`config.mk`:
```
export PLATFORM = sky130hd
export DESIGN_NAME = prog_loader_ctrl
export DESIGN_NICKNAME = d
export VERILOG_FILES = /design/src/rtl/prog_loader_pkg.sv /design/src/rtl/prog_loader_packer.sv /design/src/rtl/prog_loader_ctrl.sv
export SDC_FILE = /design/constraint.sdc
export NUM_CORES = 1
export LEC_CHECK = 0
export ABC_CLOCK_PERIOD_IN_PS = 3200
export CORE_MARGIN = 10
export CORE_UTILIZATION = 62
export DETAILED_ROUTE_END_ITERATION = 7
export GPL_ROUTABILITY_DRIVEN = 1
export GPL_TIMING_DRIVEN = 0
export HOLD_SLACK_MARGIN = 0.03
export PLACE_DENSITY = 0.95
export REMOVE_ABC_BUFFERS = 1
export SETUP_SLACK_MARGIN = 0.15
export SYNTH_ARGS = -nofsm -noshare
export SYNTH_HDL_FRONTEND = slang
export SYNTH_SLANG_ARGS = --single-unit
```
`constraint.sdc`:
```
create_clock -name clk_i -period 3.2 [get_ports clk_i]
set_clock_uncertainty 0.1 [all_clocks]
set_input_delay 0.96 -clock clk_i [delete_from_list [all_inputs] [get_ports clk_i]]
set_output_delay 0.96 -clock clk_i [all_outputs]
set_load 0.1 [all_outputs]
```
`src/rtl/prog_loader_pkg.sv`:
```
// Shared types and constants for the boot-time program loader.
// Optional build macro: PROG_LOADER_CHECKSUM_EN (per-record checksum byte).
package prog_loader_pkg;

  localparam int ADDR_W = 32;
  localparam int WORD_W = 32;
  localparam int BE_W   = WORD_W / 8;

  localparam logic [7:0] OP_ADDR = 8'hA5;
  localparam logic [7:0] OP_DATA = 8'h5A;
  localparam logic [7:0] OP_DONE = 8'hF0;

  typedef enum logic [2:0] {
    S_IDLE,
    S_ADDR,
    S_CNT,
    S_DATA,
    S_CSUM,
    S_FLUSH,
    S_DONE,
    S_ERR
  } loader_state_e;

  typedef struct packed {
    logic [ADDR_W-1:0] addr;
    logic [WORD_W-1:0] wdata;
    logic [BE_W-1:0]   be;
  } mem_word_t;

endpackage

```
`src/rtl/prog_loader_packer.sv`:
```
// Byte-lane word buffer with enable accumulation and a
// req/gnt write port; issues on lane 3 or on flush.
module prog_loader_packer
  import prog_loader_pkg::*;
(
  input  logic              clk_i,
  input  logic              rst_ni,
  input  logic              wr_i,
  input  logic [7:0]        byte_i,
  input  logic [ADDR_W-1:0] addr_i,
  input  logic              flush_i,
  input  logic              mem_gnt_i,
  output logic              mem_req_o,
  output mem_word_t         word_o
);

  logic [WORD_W-1:0] lane_q, lane_d;
  logic [BE_W-1:0]   be_q, be_d;
  logic [ADDR_W-3:0] wa_q, wa_d;
  logic [1:0]        lane;
  logic              issue;

  assign lane = addr_i[1:0];

  always_comb begin
    lane_d = lane_q;
    be_d   = be_q;
    wa_d   = wa_q;
    if (wr_i) begin
      lane_d[{lane, 3'b000} +: 8] = byte_i;
      be_d[lane] = 1'b1;
      wa_d       = addr_i[ADDR_W-1:2];
    end
  end

  assign issue = (wr_i && (lane == 2'd3))
              || (flush_i && (be_q != '0));

  always_ff @(posedge clk_i or negedge rst_ni) begin
    if (!rst_ni) begin
      lane_q    <= '0;
      be_q      <= '0;
      wa_q      <= '0;
      mem_req_o <= 1'b0;
      word_o    <= '0;
    end else begin
      if (mem_req_o && mem_gnt_i)
        mem_req_o <= 1'b0;
      // The controller stalls input while req is up, so
      // issue never overlaps an outstanding request.
      if (issue) begin
        mem_req_o    <= 1'b1;
        word_o.addr  <= {wa_d, 2'b00};
        word_o.wdata <= lane_d;
        word_o.be    <= be_d;
        lane_q       <= '0;
        be_q         <= '0;
      end else begin
        lane_q <= lane_d;
        be_q   <= be_d;
        wa_q   <= wa_d;
      end
    end
  end

endmodule

```
`src/rtl/prog_loader_ctrl.sv`:
```
// Boot loader: parses address/data/done records into imem writes.
// PROG_LOADER_CHECKSUM_EN adds a zero-sum checksum byte per data record.
module prog_loader_ctrl
  import prog_loader_pkg::*;
#(
  parameter logic [ADDR_W-1:0] BOOT_ADDR = 32'h0000_0000,
  parameter int                TIMEOUT_W = 16
) (
  input  logic              clk_i,
  input  logic              rst_ni,
  input  logic              in_valid_i,
  input  logic [7:0]        in_data_i,
  output logic              in_ready_o,
  output logic              mem_req_o,
  output logic [ADDR_W-1:0] mem_addr_o,
  output logic [WORD_W-1:0] mem_wdata_o,
  output logic [BE_W-1:0]   mem_be_o,
  input  logic              mem_gnt_i,
  output logic              boot_done_o,
  output logic              err_o
);

  loader_state_e     state_q, state_d;
  logic [ADDR_W-1:0] addr_q;
  logic [8:0]        cnt_q;
  logic              rdy;
  logic              accept;
  logic              pk_wr;
  logic              pk_flush;
  logic              tmo;
  mem_word_t         word;

  assign accept = in_valid_i && in_ready_o;

`ifdef PROG_LOADER_CHECKSUM_EN
  logic [7:0] sum_q;
  logic [7:0] sum_fin;

  assign sum_fin = sum_q + in_data_i;

  always_ff @(posedge clk_i or negedge rst_ni) begin
    if (!rst_ni)
      sum_q <= '0;
    else if (accept && state_q == S_CNT)
      sum_q <= in_data_i;
    else if (accept && state_q == S_DATA)
      sum_q <= sum_fin;
  end
`endif

  always_ff @(posedge clk_i or negedge rst_ni) begin
    if (!rst_ni)
      state_q <= S_IDLE;
    else
      state_q <= state_d;
  end

  always_comb begin
    state_d = state_q;
    unique case (state_q)
      S_IDLE: begin
        if (accept) begin
          unique case (1'b1)
            (in_data_i == OP_ADDR): state_d = S_ADDR;
            (in_data_i == OP_DATA): state_d = S_CNT;
            (in_data_i == OP_DONE): state_d = S_DONE;
            default:                state_d = S_ERR;
          endcase
        end
      end
      S_ADDR:
        if (accept && cnt_q == 9'd1)
          state_d = S_IDLE;
      S_CNT:
        if (accept)
          state_d = S_DATA;
      S_DATA:
        if (accept && cnt_q == 9'd1)
          state_d = S_FLUSH;
`ifdef PROG_LOADER_CHECKSUM_EN
      S_CSUM:
        if (accept)
          state_d = (sum_fin == 8'h00) ? S_IDLE : S_ERR;
      S_FLUSH:
        if (!mem_req_o)
          state_d = S_CSUM;
`else
      S_FLUSH:
        if (!mem_req_o)
          state_d = S_IDLE;
`endif
      S_DONE:  state_d = S_DONE;
      S_ERR:   state_d = S_ERR;
      default: state_d = S_ERR;
    endcase
    if (tmo)
      state_d = S_ERR;
  end

  always_comb begin
    rdy         = 1'b0;
    pk_flush    = 1'b0;
    boot_done_o = 1'b0;
    err_o       = 1'b0;
    unique case (state_q)
      S_IDLE, S_ADDR, S_CNT, S_DATA, S_CSUM:
        rdy = !mem_req_o;
      S_FLUSH:
        pk_flush = !mem_req_o;
      S_DONE:
        boot_done_o = 1'b1;
      S_ERR: begin
        rdy   = 1'b1;
        err_o = 1'b1;
      end
      default: ;
    endcase
    in_ready_o = rdy && rst_ni;
    pk_wr      = accept && (state_q == S_DATA);
  end

  // cnt_q: remaining address bytes in ADDR, data bytes in DATA
  always_ff @(posedge clk_i or negedge rst_ni) begin
    if (!rst_ni) begin
      addr_q <= BOOT_ADDR;
      cnt_q  <= '0;
    end else if (accept) begin
      unique case (state_q)
        S_IDLE:
          cnt_q <= 9'd4;
        S_ADDR: begin
          addr_q <= {in_data_i, addr_q[ADDR_W-1:8]};
          cnt_q  <= cnt_q - 9'd1;
        end
        S_CNT:
          cnt_q <= (in_data_i == 8'h00) ? 9'd256
                                        : {1'b0, in_data_i};
        S_DATA: begin
          addr_q <= addr_q + 32'd1;
          cnt_q  <= cnt_q - 9'd1;
        end
        default: ;
      endcase
    end
  end

  generate
    if (TIMEOUT_W > 0) begin : g_tmo
      localparam logic [TIMEOUT_W-1:0] TMO_LAST =
        {TIMEOUT_W{1'b1}} - 1'b1;
      logic [TIMEOUT_W-1:0] idle_q;
      logic                 timed;

      assign timed = (state_q == S_ADDR) || (state_q == S_CNT)
                  || (state_q == S_DATA) || (state_q == S_CSUM);

      // A memory stall is not host idleness, so it restarts the count.
      always_ff @(posedge clk_i or negedge rst_ni) begin
        if (!rst_ni)
          idle_q <= '0;
        else if (!timed || accept || mem_req_o)
          idle_q <= '0;
        else
          idle_q <= idle_q + 1'b1;
      end

      assign tmo = timed && !accept && !mem_req_o
                && (idle_q == TMO_LAST);
    end else begin : g_no_tmo
      assign tmo = 1'b0;
    end
  endgenerate

  prog_loader_packer u_packer (
    .clk_i     (clk_i),
    .rst_ni    (rst_ni),
    .wr_i      (pk_wr),
    .byte_i    (in_data_i),
    .addr_i    (addr_q),
    .flush_i   (pk_flush),
    .mem_gnt_i (mem_gnt_i),
    .mem_req_o (mem_req_o),
    .word_o    (word)
  );

  assign mem_addr_o  = word.addr;
  assign mem_wdata_o = word.wdata;
  assign mem_be_o    = word.be;

endmodule

```
==> impl_results.md <==
* CTS sink cnt at 193
* Slowest-stage cell, CP: nor3_1
* GRT Total Usage at 0.270
* Nets at 1044
* Commonest non-fill, non-tap cells in the layout: dfrtp_1 (190), nor2_1 (140), nand2_1 (114)
* Via density per instance at a little over 7
* Post-synth top flop: dfrtp_1
* Final Cycle Share at 0.960
* Vias at approximately 8700
* Maximum buffer depth of the clock tree at 2
* Met3 usage at 0.0704
* Gr busiest metal: met2
* GR Overflow Total at 0
* Most common cell after layout, fill and taps aside: dfrtp_1
* Port Buffers at 81
* Asr flop ratio synth at 1.00
* Residual DRC at 15
* Area of placed instances at slightly above 10000 um^2
* Post-route ant nets at 0
* Diode count at 0
* Final count of pins violating max slew at 0
* Startpoint Class: flop
* Die W at between 100 and 150 um
* Util after Layout at 0.757
* Post-DP HPWL at about 15000 um
* Top delay family on crit path: simple AND/OR/NAND/NOR gates
* Post-synthesis cell area at 9180 um^2
* Seq/Total Area, Yosys at 0.526
* Synthesized area per cell at 9.55 um^2
* Number of synthesized flops with an enable pin at 0
* Starting density of the core at 0.632
* Largest net degree at the start of global routing at approximately 110
* Failing checks: DRC
* Worst-path cell chain: ha_1 -> nand3_1 -> nor3_1 -> nand4_1 -> o21ai_0 -> a2bb2oi_1
* Yosys warning total at 0
* Met2 GRT Util at 0.418
* Initial DRC count at 1798
* Worst-path fanout max at 10
* Met1 usage at 0.333
* Final Cell Area at 11000 um^2
* Final setup violation count at 0
* Synth cell types at 62
* Die span in y at around 140 um
* Fin crit period at approximately 3.1 ns
* Clk slew on worst S/H paths at roughly 0.080 ns
* Worst Tran Pin Value at ~1.4 ns
* First-pass iteration count of the detailed router at 8
* IO Count at 84
* # rows at 44
* Vias in the first global route at between 8000 and 9000
* Hold Worst Slack at 0.297 ns
* Share of layout cells above drive strength 1 at 0.109
* MaxCap Viol Count at 0
* Highest Clock Rate at ~330 MHz
* Initial antenna violation count at 0
* DR WL/cell at 23.7 um
* Area grow syn2layout at 19.8%
* Worst-Skew Late Latency at ~0.45 ns
* Die area at between 20000 and 25000 um^2
* Hold Vio Cnt, Final at 0
* Critical Path End Type: flop
* H-tree Lvls at 4
* Critical setup path kind: flop to flop
* Max incr delay on CP at 0.69 ns
* Core box area at between 10000 and 15000 um^2
* CTS root buf: clkbuf_16
* Worst EP arrival at ~3.3 ns
* Placer's final routability congestion estimate at 0.906
* Rel. slew slack at 0.0824
* FF+latch count, synth at 193
* WP buf/inv at 0
* Total Routed Length at 28800 um
* TritonCTS Buffers at 17
* R2R Setup Slk at roughly 0.13 ns
* CTS tree: done
* Crit path required time at between 3 and 4 ns
* Outcome: finished, violations left
* Cells after Synth at ~960
* Global-route wire length before repair at around 44000 um
* Min-delay worst type: primary input to async pin
==> cell usage after synthesis (9+ instances only) <==
| library cell | count | area share |
|---|---|---|
| a211oi_1 | 9 | 0.0074 |
| a21oi_1 | 105 | 0.057 |
| a31oi_1 | 44 | 0.030 |
| and3_1 | 9 | 0.0061 |
| and4_1 | 34 | 0.032 |
| buf_2 | 39 | 0.021 |
| clkbuf_1 | 20 | 0.0082 |
| dfrtp_1 | 193 | 0.53 |
| ha_1 | 12 | 0.016 |
| inv_1 | 10 | 0.0041 |
| mux2_2 | 30 | 0.037 |
| nand2_1 | 115 | 0.047 |
| nand3_1 | 20 | 0.011 |
| nand4_1 | 21 | 0.014 |
| nor2_1 | 142 | 0.058 |
| nor3_1 | 15 | 0.0082 |
| o21ai_0 | 36 | 0.020 |
| o22ai_1 | 11 | 0.0075 |
| or3_1 | 9 | 0.0061 |
| xor2_1 | 10 | 0.0095 |
==> kinds of logic after synthesis <==
group / Yosys count / synth area share
simple gates: 396 / 0.214
buf+inv: 78 / 0.0401
fa+ha+maj: 12 / 0.0163
flops: 193 / 0.526
other cells: 1 / 0.000408
xor+xnor: 13 / 0.0124
compound gates: 238 / 0.153
mux: 31 / 0.0379
==> through the flow <==
stage | worst slack (ns) | instances | TNS, ns
after floorplan | -2.98 | 896 | -375.64
after CTS | 0.158 | 1211 | 0
after global placement | -12.42 | 1161 | -3364.26
after global routing | -0.123 | 1216 | -2.97
after detailed placement | -2.50 | 1166 | -220.03
final | 0.127 | 1216 | 0
==> area by class of cell <==
class	instances	area (um^2)
Multi-Input combinational cell	698	4110
Inverter	11	41.3
Sequential cell	193	4840
Clock inverter	8	128
Tap cell	184	230
Clock buffer	23	488
Timing Repair Buffer	99	1170
Fill cell	845	3530
==> metal layers <==
layer | vias to the layer above | part of all wire | routed length [um]
li1 | 3559 | - | -
met1 | 4067 | 0.34 | 9880
met2 | 821 | 0.45 | 13100
met3 | 274 | 0.13 | 3650
met4 | 0 | 0.076 | 2200
met5 | - | 0 | 0
==> timing repair <==
item | in CTS | in global routing
hold buffers | 0 | 0
buffers inserted | 8 | 2
cloned | 6 | 3
setup endpoints to repair | 154 | 138
gates resized for setup | 23 | 24
pin swaps | 5 | 2
==> flip-flops by register name, indices dropped and copies added, names as in the netlist <==
signal and count:
u_packer.word_o 66, addr_q 32, g_tmo.idle_q 16, cnt_q 9, u_packer.wa_q 30, u_packer.mem_req_o 1, u_packer.be_q 4, u_packer.lane_q 32
state_q 3
==> final timing paths <==
kind	from	endpoint	depth (start not counted)
setup / recovery	addr_q[0]	addr_q[16]	6
hold / removal	rst_ni	u_packer.word_o[15]	1
setup reg to reg	addr_q[0]	addr_q[16]	6
hold reg to reg	u_packer.wa_q[13]	u_packer.wa_q[13]	1
max in group asynchronous	rst_ni	state_q[2]	2
min in group clk_i	u_packer.wa_q[13]	u_packer.wa_q[13]	1
Power is not shown: default switching activity piles up to over one toggle a cycle in this logic, so the estimate is an artifact.
